$ cat src/rtl/bubble_sorter.sv
// Four-entry, 4-bit bubble sorter paced one compare/swap step per STEP_CYCLES
// clocks, so the intermediate array can be shown on a display as it sorts.
module bubble_sorter #(
    parameter int unsigned STEP_CYCLES = 50000000
) (
    input  logic       clk,
    input  logic       rst,
    input  logic [3:0] num_in,
    input  logic       load,
    input  logic       start,
    output logic [3:0] sorted_nums [0:3],
    output logic       sorting_done,
    output logic       busy,
    output logic [1:0] cmp_idx
);

    localparam int unsigned CNT_W = (STEP_CYCLES > 1) ? $clog2(STEP_CYCLES) : 1;
    localparam logic [CNT_W-1:0] CNT_LAST = CNT_W'(STEP_CYCLES - 1);

    typedef enum logic [1:0] {
        IDLE = 2'd0,
        SORT = 2'd1,
        DONE = 2'd2
    } state_t;

    state_t           state;
    logic [1:0]       pass;
    logic [1:0]       j;
    logic [CNT_W-1:0] cnt;
    logic             swapped;

    logic [1:0]       j_nxt;
    logic [3:0]       a_lo;
    logic [3:0]       a_hi;
    logic             do_swap;
    logic             any_swap;
    logic             last_j;
    logic             finish;

    // j is forced to 0 whenever the FSM leaves SORT, so it doubles as the index output
    assign cmp_idx = j;

    // Compare/decision terms for the pair (j, j+1) of the current pass
    always_comb begin
        j_nxt    = j + 2'd1;
        a_lo     = sorted_nums[j];
        a_hi     = sorted_nums[j_nxt];
        do_swap  = a_lo > a_hi;
        any_swap = swapped | do_swap;
        last_j   = (j == (2'd2 - pass));
        finish   = last_j && (!any_swap || (pass == 2'd2));
    end

    // Control FSM, step pacing counter and array storage
    always_ff @(posedge clk) begin
        if (rst) begin
            for (int i = 0; i < 4; i++) begin
                sorted_nums[i] <= 4'd0;
            end
            state        <= IDLE;
            busy         <= 1'b0;
            sorting_done <= 1'b0;
            pass         <= 2'd0;
            j            <= 2'd0;
            cnt          <= '0;
            swapped      <= 1'b0;
        end else begin
            case (state)
                IDLE, DONE: begin
                    if (load) begin
                        sorted_nums[3] <= sorted_nums[2];
                        sorted_nums[2] <= sorted_nums[1];
                        sorted_nums[1] <= sorted_nums[0];
                        sorted_nums[0] <= num_in;
                        state          <= IDLE;
                        busy           <= 1'b0;
                        sorting_done   <= 1'b0;
                    end else if (start) begin
                        state        <= SORT;
                        busy         <= 1'b1;
                        sorting_done <= 1'b0;
                        pass         <= 2'd0;
                        j            <= 2'd0;
                        cnt          <= '0;
                        swapped      <= 1'b0;
                    end
                end
                SORT: begin
                    if (cnt == CNT_LAST) begin
                        cnt <= '0;
                        if (do_swap) begin
                            sorted_nums[j]     <= a_hi;
                            sorted_nums[j_nxt] <= a_lo;
                        end
                        if (last_j) begin
                            j       <= 2'd0;
                            pass    <= pass + 2'd1;
                            swapped <= 1'b0;
                            if (finish) begin
                                state        <= DONE;
                                busy         <= 1'b0;
                                sorting_done <= 1'b1;
                            end
                        end else begin
                            j       <= j_nxt;
                            swapped <= any_swap;
                        end
                    end else begin
                        cnt <= cnt + CNT_W'(1);
                    end
                end
                default: begin
                    state        <= IDLE;
                    busy         <= 1'b0;
                    sorting_done <= 1'b0;
                end
            endcase
        end
    end

endmodule
$ cat config.mk
export PLATFORM = sky130hd
export DESIGN_NAME = bubble_sorter
export DESIGN_NICKNAME = d
export VERILOG_FILES = /design/src/rtl/bubble_sorter.sv
export SDC_FILE = /design/constraint.sdc
export NUM_CORES = 1
export LEC_CHECK = 0
export CAP_MARGIN = 20
export CELL_PAD_IN_SITES_DETAIL_PLACEMENT = 0
export CELL_PAD_IN_SITES_GLOBAL_PLACEMENT = 1
export CORE_ASPECT_RATIO = 0.8
export CORE_UTILIZATION = 50
export CTS_BUF_LIST = sky130_fd_sc_hd__clkbuf_8
export CTS_CLUSTER_SIZE = 8
export DETAILED_ROUTE_END_ITERATION = 8
export PLACE_DENSITY = 0.95
export SLEW_MARGIN = 40
export SYNTH_ARGS = -nofsm -noshare
export SYNTH_HDL_FRONTEND = slang
export SYNTH_SLANG_ARGS = --single-unit
export TNS_END_PERCENT = 20
$ cat constraint.sdc
create_clock -name clk -period 6.9 [get_ports clk]
set_input_delay 1.035 -clock clk [delete_from_list [all_inputs] [get_ports clk]]
set_output_delay 1.035 -clock clk [all_outputs]
set_load 0.02 [all_outputs]
---- Word level (Yosys, flattened, before mapping) ----
Index checks and enable logic that the tools add are counted.
operators by class
  add/sub/neg operators ................... 4
  $lt $le $gt $ge ......................... 5
  equality and inequality tests ........... 13
  muxes and demuxes ....................... 50
  bitwise logic cells ..................... 3
  reduce and logical (&&, ||, !) cells .... 13
operator list
  kind                   number
  $mux 26                3
  $pmux 26 s2            1
  $mux 16                3
  $bwmux 16              2
  $pmux 16 s2            1
  $add 26x1->26 const B  1
  $eq 26x26->1 const B   1
  $mux 4                 6
  $mux 2                 11
  $bmux 4 s2             2
  $demux 4 s2            2
  $ne 2x2->1 const B     7
  $mux 1                 13
  $pmux 2 s2             3
  $reduce_and 4->1       3
  $ge 3x3->1 const B     2
  $lt 3x1->1 const B     2
  $not 2->3              2
  $pmux 1 s2             3
  $reduce_and 5->1       1
  $add 2x1->2 const B    2
  $eq 2x2->1 const B     2
  $gt 4x4->1             1
  $logic_and 1x1->1      3
  11 further kinds       11
storage, ports and cells
  bits in registers ....................... 51
  input bits .............................. 8
  output and inout bits ................... 20
  word-level logic and storage cells ...... 99

---- Longest topological paths before layout ----
  word-level depth ........................ 14
  depth in mapped cells ................... 11
  mapped depth without buffers ............ 10

---- Worst setup path after synthesis ----
Ideal clock, no wire load.
  path kind ............................... flip-flop to flip-flop
  start ................................... reg j[1] (netlist: cmp_idx[1])
  end ..................................... reg sorting_done
  setup time .............................. 0.070 ns
  data arrival time ....................... 3.050 ns
  required time ........................... 6.830 ns
  path slack .............................. 3.779 ns
  stages on the path, launching flop included .. 12
  path buffers ............................ 1
  clock period less this slack ............ 3.121 ns
  cells stage by stage .................... dfxtp_1 > clkbuf_1 > inv_1 > ha_1 > mux4_2 > inv_1 > ha_1 > a21o_1 > a2111oi_0 > nor3_1 > or4_1 > a21oi_1
on the way
  cells in the longest elaborated chain, start to end .. 12
  elaborated cells between the ends (all ways) .. 18
  those cells by class .................... add/sub (1); order compare (1); eq/ne (3); mux (6); bitwise (3); reduce/logical (4)
RTL lines
  item                                       RTL line  source
  start: declaration                         28        logic [1:0] j;
  start signal: assignment                   105       j <= j_nxt;
  $add 2x1->2                                45        j_nxt = j + 2'd1;
  $not 2->3 (not written as such)            47        a_hi = sorted_nums[j_nxt];
  $bmux 4 s2                                 47
  $mux 4 (not written as such) (2 in a row)  47
  $gt 4x4->1                                 48        do_swap = a_lo > a_hi;
  $or 1x1->1                                 49        any_swap = swapped | do_swap;
  $logic_not 1->1                            51        finish = last_j && (!any_swap || (pass == 2'd2));
  $logic_or 1x1->1                           51
  $logic_and 1x1->1                          51
  $ne 2x2->1 (no source line)                -
  $reduce_and 4->1 (no source line) (*)      -
  end signal: assignment                     62        sorting_done <= 1'b0;
  end signal: assignment                     77        sorting_done <= 1'b0;
  end signal: assignment                     81        sorting_done <= 1'b0;
  end: declaration                           12        output logic sorting_done,
Mark *: on every way between the ends. The rest lies on a longest branch, timed or not. The select of a mux whose other input is x is not followed.
A chain may end at the register's enable or synchronous reset.

---- Final worst setup path ----
  start ................................... reg j[0] (netlist: cmp_idx[0])
  end ..................................... reg sorting_done
The elaborated chain is that of the path after synthesis.

==> metrics.csv <==
metric,value,unit
status,"finished, final reports clean",
fmax,286,MHz
core_area,0.00607,sq mm
antenna_found_initial,0,
setup_viol,0,
ys.flop_type,dfxtp_1,
yosys.area_share.simple,27.9,%
tightestPinTransition,0.729,ns
synth_seq_area_share,31.0,%
p_sw,0.202,mW
cp_max_fo,16,
diodes,0,
cp-start-kind,register,
ant_nets,0,
grt_pass1_wl,13800,um
hold_viol,0,
synth-seq-cells,50,
wl_met3,599,um
clock_latency,0.31,ns
syn_inst,363,
drive_above_1_share,14.2,%
drt_iter0_drc,234,
viasPerCell,6.42,
dieWidth,91.9,um
core.rowCount,25,
p_seq_share,43.3,%
initial_core_util,53.2,%
overflow,0,
synth_largest_type_area_fraction,31.0,%
post-route-drc-count,0,
track_usage,25.7,%
hold_path.class,reg -> reg,
tns,0,ns
grt_pass1_vias,2720,
wl_met2,3430,um
wl_per_cell,17.7,um
cts.sinks,50,
grt_max_degree,49,
port_buffers,27,
route.top_layer_used,met4,
yosys-top-cells-area,"dfxtp_1, mux2_2, mux4_2",
cts_tree,built,
required,7.14,ns
nNetsFinal,399,
rsz0062_at_grt,no,
cts_resized,0,
synth_xor_area_share,4.61,%
synthArstFlopShare,0,%
synthAdderAreaFrac,4.26,%
p_leak,1.24,nW
yosys_warnings,0,
rrSetupSlack,3.41,ns
dpl.hpwl,5720,um
setup.worst_path.class,reg -> reg,
clk_pin_slew_worst_paths,0.09,ns
period_minus_slack,3.49,ns
p_per_area,195,mW/mm^2
postCtsHoldBufs,0,
cap_violations,0,
reg2reg_depth,10,
finalClockSkew,0.00758,ns
synthTopCellsByCount,"dfxtp_1, nor2_1, nor3_1",
fillers,515,
pwr-share-clk,35.7,%
syn2layout_area_growth,14.1,%
drt-met1-wl,4090,um
synth_edf_count,0,
synth-compound-area-share,17.0,%
hold_ws,0.489,ns
dieHeight,73.9,um
syn_area,0.00323,sq mm
synth_top_family_by_area,simple AND/OR/NAND/NOR gates,
root_buffer,clkbuf_8,
p_int,0.516,mW
vdd_ir_drop_max,0.101,mV
cts_made_buffers,5,
firstDrtPassIters,5,
arrival,3.73,ns
vias,2967,
cts_htree_levels,2,
yosys.area.top_type,dfxtp_1,
gp_congestion,0.956,
hold_path_depth,2,
slew_viol_final,0,
synth_most_common_cell,dfxtp_1,
fin_crit_sh,50.6,%
yosysUniqueCellTypes,58,
synth.area.mux_share,11.5,%
ioPinCount,28,
slew_headroom,51.3,%
fp.dieArea,0.00679,sq mm
cp-end-kind,register,
post_cts_buffers,0,
avgSynthCellArea,8.90,sq um
clock_path_buffers,2,
swShare,28.1,%
wl,8160,um
combPwrFrac,21.0,%
syn-num-nets,382,
metrics by stage:
step / instance area [sq um] / std cells / util (%) / setup WS, ns / power [mW]
2_1_floorplan: 3230 / 363 / - / 3.78 / 0.419
3_3_place_gp: 3540 / 454 / 58.3 / 3.56 / 0.461
3_5_place_dp: 3540 / 454 / 58.4 / 3.43 / 0.465
4_1_cts: 3680 / 462 / 60.7 / 3.41 / 0.720
5_1_grt: 3680 / 462 / 60.7 / 3.09 / 0.747
6_report: 3680 / 462 / 60.7 / 3.41 / 0.719
path summary, 6_finish.rpt:
kind	end	startpoint
max	sorting_done$_SDFFE_PP0P_	cmp_idx[0]$_SDFFE_PP0P_
min	pass[1]$_SDFFE_PP0P_	pass[1]$_SDFFE_PP0P_
max reg2reg	sorting_done$_SDFFE_PP0P_	cmp_idx[0]$_SDFFE_PP0P_
min reg2reg	pass[1]$_SDFFE_PP0P_	pass[1]$_SDFFE_PP0P_
placed cells by master, fill, tap and decap left out, drive strengths merged, types with 4 or more instances in the layout:
| cell type | Yosys | layout |
|---|---|---|
| a211oi | 17 | 17 |
| a21oi | 16 | 16 |
| a31oi | 4 | 4 |
| and4 | 4 | 4 |
| clkbuf | 13 | 6 |
| clkdlybuf4s50 | 0 | 27 |
| dfxtp | 50 | 50 |
| ha | 11 | 11 |
| inv | 9 | 9 |
| mux2 | 17 | 17 |
| mux4 | 8 | 8 |
| nand2 | 21 | 21 |
| nand3 | 16 | 16 |
| nand4 | 13 | 13 |
| nor2 | 26 | 26 |
| nor2b | 18 | 18 |
| nor3 | 25 | 25 |
| o211ai | 5 | 5 |
| o21ai | 10 | 10 |
| o22ai | 16 | 16 |
| xnor2 | 9 | 9 |
| xor2 | 8 | 8 |
routing by layer:
layer  track usage [%]  vias up
met1              39.2     1435
met4              6.25        0
met2              36.5      111
li1                  -     1414
met3              5.38        7
met5                 0        -
logic make-up (layout without fill, tap and decap cells):
family                   count (synthesis)  in the layout
flip-flops                              50             50
multiplexers                            25             25
buffers and inverters                   29             47
AND/OR/NAND/NOR                        150            150
AO/OA/AOI/OAI                           81             81
adder cells (fa/ha/maj)                 11             11
XOR/XNOR                                17             17
final cells by class:
cell class                      count  area, sq um  share of cell area [%]
Timing Repair Buffer               30          293                    7.95
Tap cell                           81          101                    2.75
Clock inverter                      2         60.1                    1.63
Inverter                            9         33.8                   0.917
Clock buffer                        6         82.6                    2.24
Multi-Input combinational cell    284         2110                    57.3
Sequential cell                    50         1000                    27.2
power by group through the flow:
stage	Combinational [mW]	Sequential (mW)	Clock [mW]
after global placement	0.144	0.317	0
after floorplan	0.0978	0.321	0
final	0.151	0.311	0.257
after global routing	0.164	0.313	0.270
after detailed placement	0.148	0.318	0
after CTS	0.149	0.311	0.261
critical path, stage by stage (launching register included):
cell	delay [ns]
dfxtp_1	0.80
inv_1	0.15
ha_1	0.44
mux4_2	0.39
inv_1	0.08
ha_1	0.25
a21o_1	0.21
a2111oi_0	0.43
nor3_1	0.13
or4_1	0.41
a21oi_1	0.14
flip-flops by register name (all words and copies together) (netlist names):
register / flops
swapped: 1
sorting_done: 1
state: 1
cnt: 26
cmp_idx: 2
pass: 2
busy: 1
sorted_nums: 16
No activity file was read; power rests on OpenSTA's default activity.
